==> config.mk <==
export PLATFORM = sky130hd
export DESIGN_NAME = alu_mux
export DESIGN_NICKNAME = d
export VERILOG_FILES = /design/src/rtl/alu_mux.sv
export SDC_FILE = /design/constraint.sdc
export NUM_CORES = 1
export LEC_CHECK = 0
export BUFFER_PORTS_ARGS = -buffer_cell sky130_fd_sc_hd__buf_2
export CAP_MARGIN = 20
export CORE_AREA = 3 3 102 104
export CTS_CLUSTER_DIAMETER = 200
export CTS_CLUSTER_SIZE = 25
export DETAILED_ROUTE_END_ITERATION = 10
export DIE_AREA = 0 0 105 107
export GPL_TIMING_DRIVEN = 1
export PLACE_DENSITY = 0.62
export SLEW_MARGIN = 20
export SYNTH_ARGS = -nofsm -noshare
export SYNTH_HDL_FRONTEND = slang
export SYNTH_SLANG_ARGS = --single-unit
==> constraint.sdc <==
create_clock -name clk -period 2.2 [get_ports clk]
set_input_delay 0.33 -clock clk [delete_from_list [all_inputs] [get_ports clk]]
set_output_delay 0.33 -clock clk [all_outputs]
set_load 0.02 [all_outputs]
==> src/rtl/alu_mux.sv <==
// alu_mux: operand-B source selector for the single-cycle RISC-V ALU.
//
// srcB is a pure combinational mux between the register-file operand and
// the sign-extended immediate. A registered copy of the selected operand
// and select line, and a saturating count of immediate selections, are
// kept alongside for pipeline/debug observation only.
//
// Ports:
//   clk        rising-edge clock (registered outputs only)
//   rst_n      asynchronous active-low reset (registered outputs only)
//   RegOperand rs2 read data
//   ImmExt     sign-extended immediate
//   ALUSrc     source select; only bit 0 matters (1 = immediate)
//   en         capture enable for SrcB_q / SelImm_q / ImmCount
//   SrcB       combinational ALU operand B
//   SrcB_q     SrcB captured when en=1
//   SelImm_q   ALUSrc[0] captured when en=1
//   ImmCount   saturating count of enabled cycles with ALUSrc[0]=1
module alu_mux #(
  parameter int WIDTH     = 32,
  parameter int CNT_WIDTH = 16
) (
  input  logic                 clk,
  input  logic                 rst_n,
  input  logic [WIDTH-1:0]     RegOperand,
  input  logic [WIDTH-1:0]     ImmExt,
  input  logic [31:0]          ALUSrc,
  input  logic                 en,
  output logic [WIDTH-1:0]     SrcB,
  output logic [WIDTH-1:0]     SrcB_q,
  output logic                 SelImm_q,
  output logic [CNT_WIDTH-1:0] ImmCount
);

  logic selImm;
  assign selImm = ALUSrc[0];

  // Upper select bits are architecturally don't-care.
  logic unusedAluSrc;
  assign unusedAluSrc = ^ALUSrc[31:1];

  // Ternary keeps X on the select visible on the output rather than
  // silently defaulting to one source.
  assign SrcB = selImm ? ImmExt : RegOperand;

  always_ff @(posedge clk or negedge rst_n) begin
    if (!rst_n) begin
      SrcB_q   <= '0;
      SelImm_q <= 1'b0;
    end else if (en) begin
      SrcB_q   <= SrcB;
      SelImm_q <= selImm;
    end
  end

  // Saturates at all-ones instead of wrapping.
  always_ff @(posedge clk or negedge rst_n) begin
    if (!rst_n)
      ImmCount <= '0;
    else if (en && selImm && !(&ImmCount))
      ImmCount <= ImmCount + 1'b1;
  end

endmodule

# After elaboration in Yosys (flattened, before gate mapping)
# Cells that the tools add are included.
[word_totals] ff_bits=49
[classes] n_mux=1 addsub=1 reduce_logical=4
[ops] op="2-to-1 mux 32 bit" n=1
[ops] op="adder 16 x 1 -> 16 bit (second input constant)" n=1
[ops] op="AND reduction 16 bit" n=1
[ops] op="logical AND 1 bit" n=2
[ops] op="zero test 1 bit" n=1

# Logic depth before layout (Yosys ltp)
[depth] word_depth=3 ltp_mapped=5 ltp_nobuf=5

# Least setup slack after synthesis
# OpenSTA, ideal clock, no wires.
[synth_path] kind="reg-to-reg" startpoint="register ImmCount[0]" endpoint="register ImmCount[1]" arrival_ns=1.712 t_required_ns=2.072 setup_slack_ns=0.361 stages_incl_launch_ff=6 synth_period_minus_slack_ns=1.839 setup_time_ns=0.128 path_cell_list="dfrtp_1 ha_1 nand3_1 nor4_4 nand2b_2 mux2_1"
[synth_between] elab_chain_len=3 elab_cells_between_ends=4
[synth_rtl] item="from (decl)" line="32" text="output logic [CNT_WIDTH-1:0] ImmCount"
[synth_rtl] item="from (signal assigned)" line="61" text="ImmCount <= ImmCount + 1'b1;"
[synth_rtl] item="branches (longest 3 deep; another with adder 16 x 1 -> 16 bit)"
# Several ways; the timed one is not identified.
# A chain may end at the register's enable or synchronous reset.

# Worst setup path after layout
# Ends and elaborated chain as after synthesis.

==> results.ini <==
[run_status]
outcome=finished, final reports clean

[die]
die_x_um=105
die_y_um=107
design.core.area_um2=9640
start_util=0.248
rows=36
die_area_um2=11200
io_pins=180

[setup_path]
critPathKind=reg -> reg
setup.worst_path.end_class=flop
start_kind=flop
regToRegSetupSlack_ns=0.45
r2r_end=ImmCount[1]
crit_fanout=5
cp_data_required_time_ns=2.38
reg2regPathDepth=5
r2r-start=ImmCount[0]
arrival_ns=1.93

[clock_tree]
htree_levels=2
clockBufferDepth=2
cts_tree=done
cts_hold_buf=0
clk_latency_ns=0.29
cts-root-buf=clkbuf_8
cts.sinks=49
cts.clk_slew.worst_paths_ns=0.09
postCtsSetupBuffers=0
cts_buffers=5
cts-resized-gates=0

[final_layout]
fin_nets=430
mostFrequentLayoutCell=buf_2
area_growth_pct=41.6
final_cells=464
num_antenna_cells=0
fillerInstances=1013
utilization=0.352
layout_common_cells=buf_2 (148), mux2_2 (65), dfrtp_1 (49), xnor2_1 (7), xor2_1 (7)
drive_gt1_frac=0.695

[timing]
setup_violations=0
setup_tns_ns=0
drv_slew=0
hold_viol=0
rsz0062_at_grt=false
tightest_slew_ns=0.528
maxSlewHeadroom=0.648
period_share=0.795
fin_worst_skew_ns=0.00454
layout_min_cycle_time_ns=1.75
fmax_mhz=571

[pwr]
powerDensity_nw_per_um2=713
clockPowerShare=0.211
switching_share=0.352
p_leak_nw=1.69
seqPwrFrac=0.477
netSwitchingPower_w=0.000850
cellInternalPower_w=0.00157
vdd_drop_max_mv=0.241
pwr-share-comb=0.312

[drt]
drtIter0Drc=36
drc=0
dr.pass1.iters=4
vias=1955
routed_wl_um=6070
wl_per_cell_um=13.1
via_per_inst=4.21
detail-route-antenna-nets=0

[yosys]
synth.cell_area_um2=2390
synth.yosys.seq_area_share=0.513
ys_ff_latch=49
yosys_warnings=0
synth.net_count=278
synthCells=178
synth_cell_types=27
avgSynthCellArea_um2=13.4

[worst_hold_path]
hp-class=in -> async

[global_routing]
overflow=0
grtUsageTotal=0.104
antenna_found_initial=0
grt_pass1_vias=1950
grt_pass1_wl_um=9380
grt_max_degree=34

[flow_run]
max-cap-violations=0

[placement]
place_hpwl_um=4870
gp_congestion=0.725
port_buffers=148
placed_cells=456

==> per-layer routing <==
metal	track usage	vias up	share of wire
li1	-	939	-
met1	0.116	930	0.40
met4	0.0319	0	0.0063
met2	0.189	84	0.51
met5	0	-	0
met3	0.0331	2	0.087
==> area by class of cell <==
type                       count  area, um2  share of cell area
clock buffer                   5       68.8              0.0203
clock inverter                 3       17.5             0.00517
inverter                       2       7.51             0.00222
multi-input combinational    119       1120               0.332
sequential                    49       1230               0.362
tap                          133        166              0.0491
timing repair buffer         153        778               0.230
==> cells by family after synthesis <==
family | synth area share
mux | 0.311
flops | 0.513
simple gates | 0.0941
xor+xnor | 0.0513
buf+inv | 0.0178
compound gates | 0.00837
fa+ha+maj | 0.00523
==> worst max-delay path, stage by stage, from the launching register on <==
cell and delay (ns):
dfrtp_1 0.41, ha_1 0.23, nand3_1 0.13, nor4_4 0.35
nand2b_2 0.21, mux2_1 0.32
==> flip-flops by register name, indices dropped and copies added, names as in the netlist <==
| name | count |
|---|---|
| SrcB_q | 32 |
| SelImm_q | 1 |
| ImmCount | 16 |
==> through the flow <==
step                      cell area, um2  hold WS, ns  power (W)  setup WS, ns
after global routing                3390       0.0344    0.00258         0.287
after CTS                           3390       0.0154    0.00248         0.437
after floorplan                     2390       0.0344    0.00162         0.361
after detailed placement            3300        0.352    0.00194         0.462
final                               3390      0.00492    0.00242         0.450
after global placement              3300        0.356    0.00192         0.492
==> power by group through the flow <==
stage	Combinational (W)	Clock, W	Sequential [W]
floorplan	0.000301	0	0.00132
global placement	0.000760	0	0.00116
detailed placement	0.000769	0	0.00117
CTS	0.000770	0.000553	0.00115
global route	0.000822	0.000583	0.00118
finish	0.000754	0.000511	0.00115
==> how the worst max path moves through the flow <==
| stage | start | endpoint | slack, ns | cells past startpoint |
|---|---|---|---|---|
| 6_report | ImmCount[0] | ImmCount[1] | 0.45 | 5 |
| 5_1_grt | ImmCount[0] | ImmCount[1] | 0.29 | 5 |
| 4_1_cts | ImmCount[0] | ImmCount[1] | 0.44 | 5 |
| 3_5_place_dp | ImmCount[0] | ImmCount[1] | 0.46 | 5 |
| 3_3_place_gp | ImmCount[4] | ImmCount[1] | 0.49 | 4 |
| 2_1_floorplan | ImmCount[0] | ImmCount[1] | 0.36 | 5 |
==> synth_stat cells (all sizes together) <==
| cell type | n | area share |
|---|---|---|
| a21oi | 2 | 0.0042 |
| and2 | 1 | 0.0026 |
| and3 | 1 | 0.0026 |
| and4 | 1 | 0.0037 |
| buf | 5 | 0.0099 |
| clkbuf | 3 | 0.0047 |
| dfrtp | 49 | 0.51 |
| ha | 1 | 0.0052 |
| inv | 2 | 0.0031 |
| mux2 | 66 | 0.31 |
| nand2 | 6 | 0.0094 |
| nand2b | 1 | 0.0037 |
| nand3 | 5 | 0.010 |
| nand3b | 1 | 0.0031 |
| nand4 | 6 | 0.022 |
| nor2 | 5 | 0.0078 |
| nor3 | 4 | 0.0084 |
| nor4 | 2 | 0.012 |
| nor4b | 1 | 0.0063 |
| o311a | 1 | 0.0042 |
| or3 | 1 | 0.0026 |
| xnor2 | 7 | 0.026 |
| xor2 | 7 | 0.026 |
No activity file was read; power rests on OpenSTA's default activity.
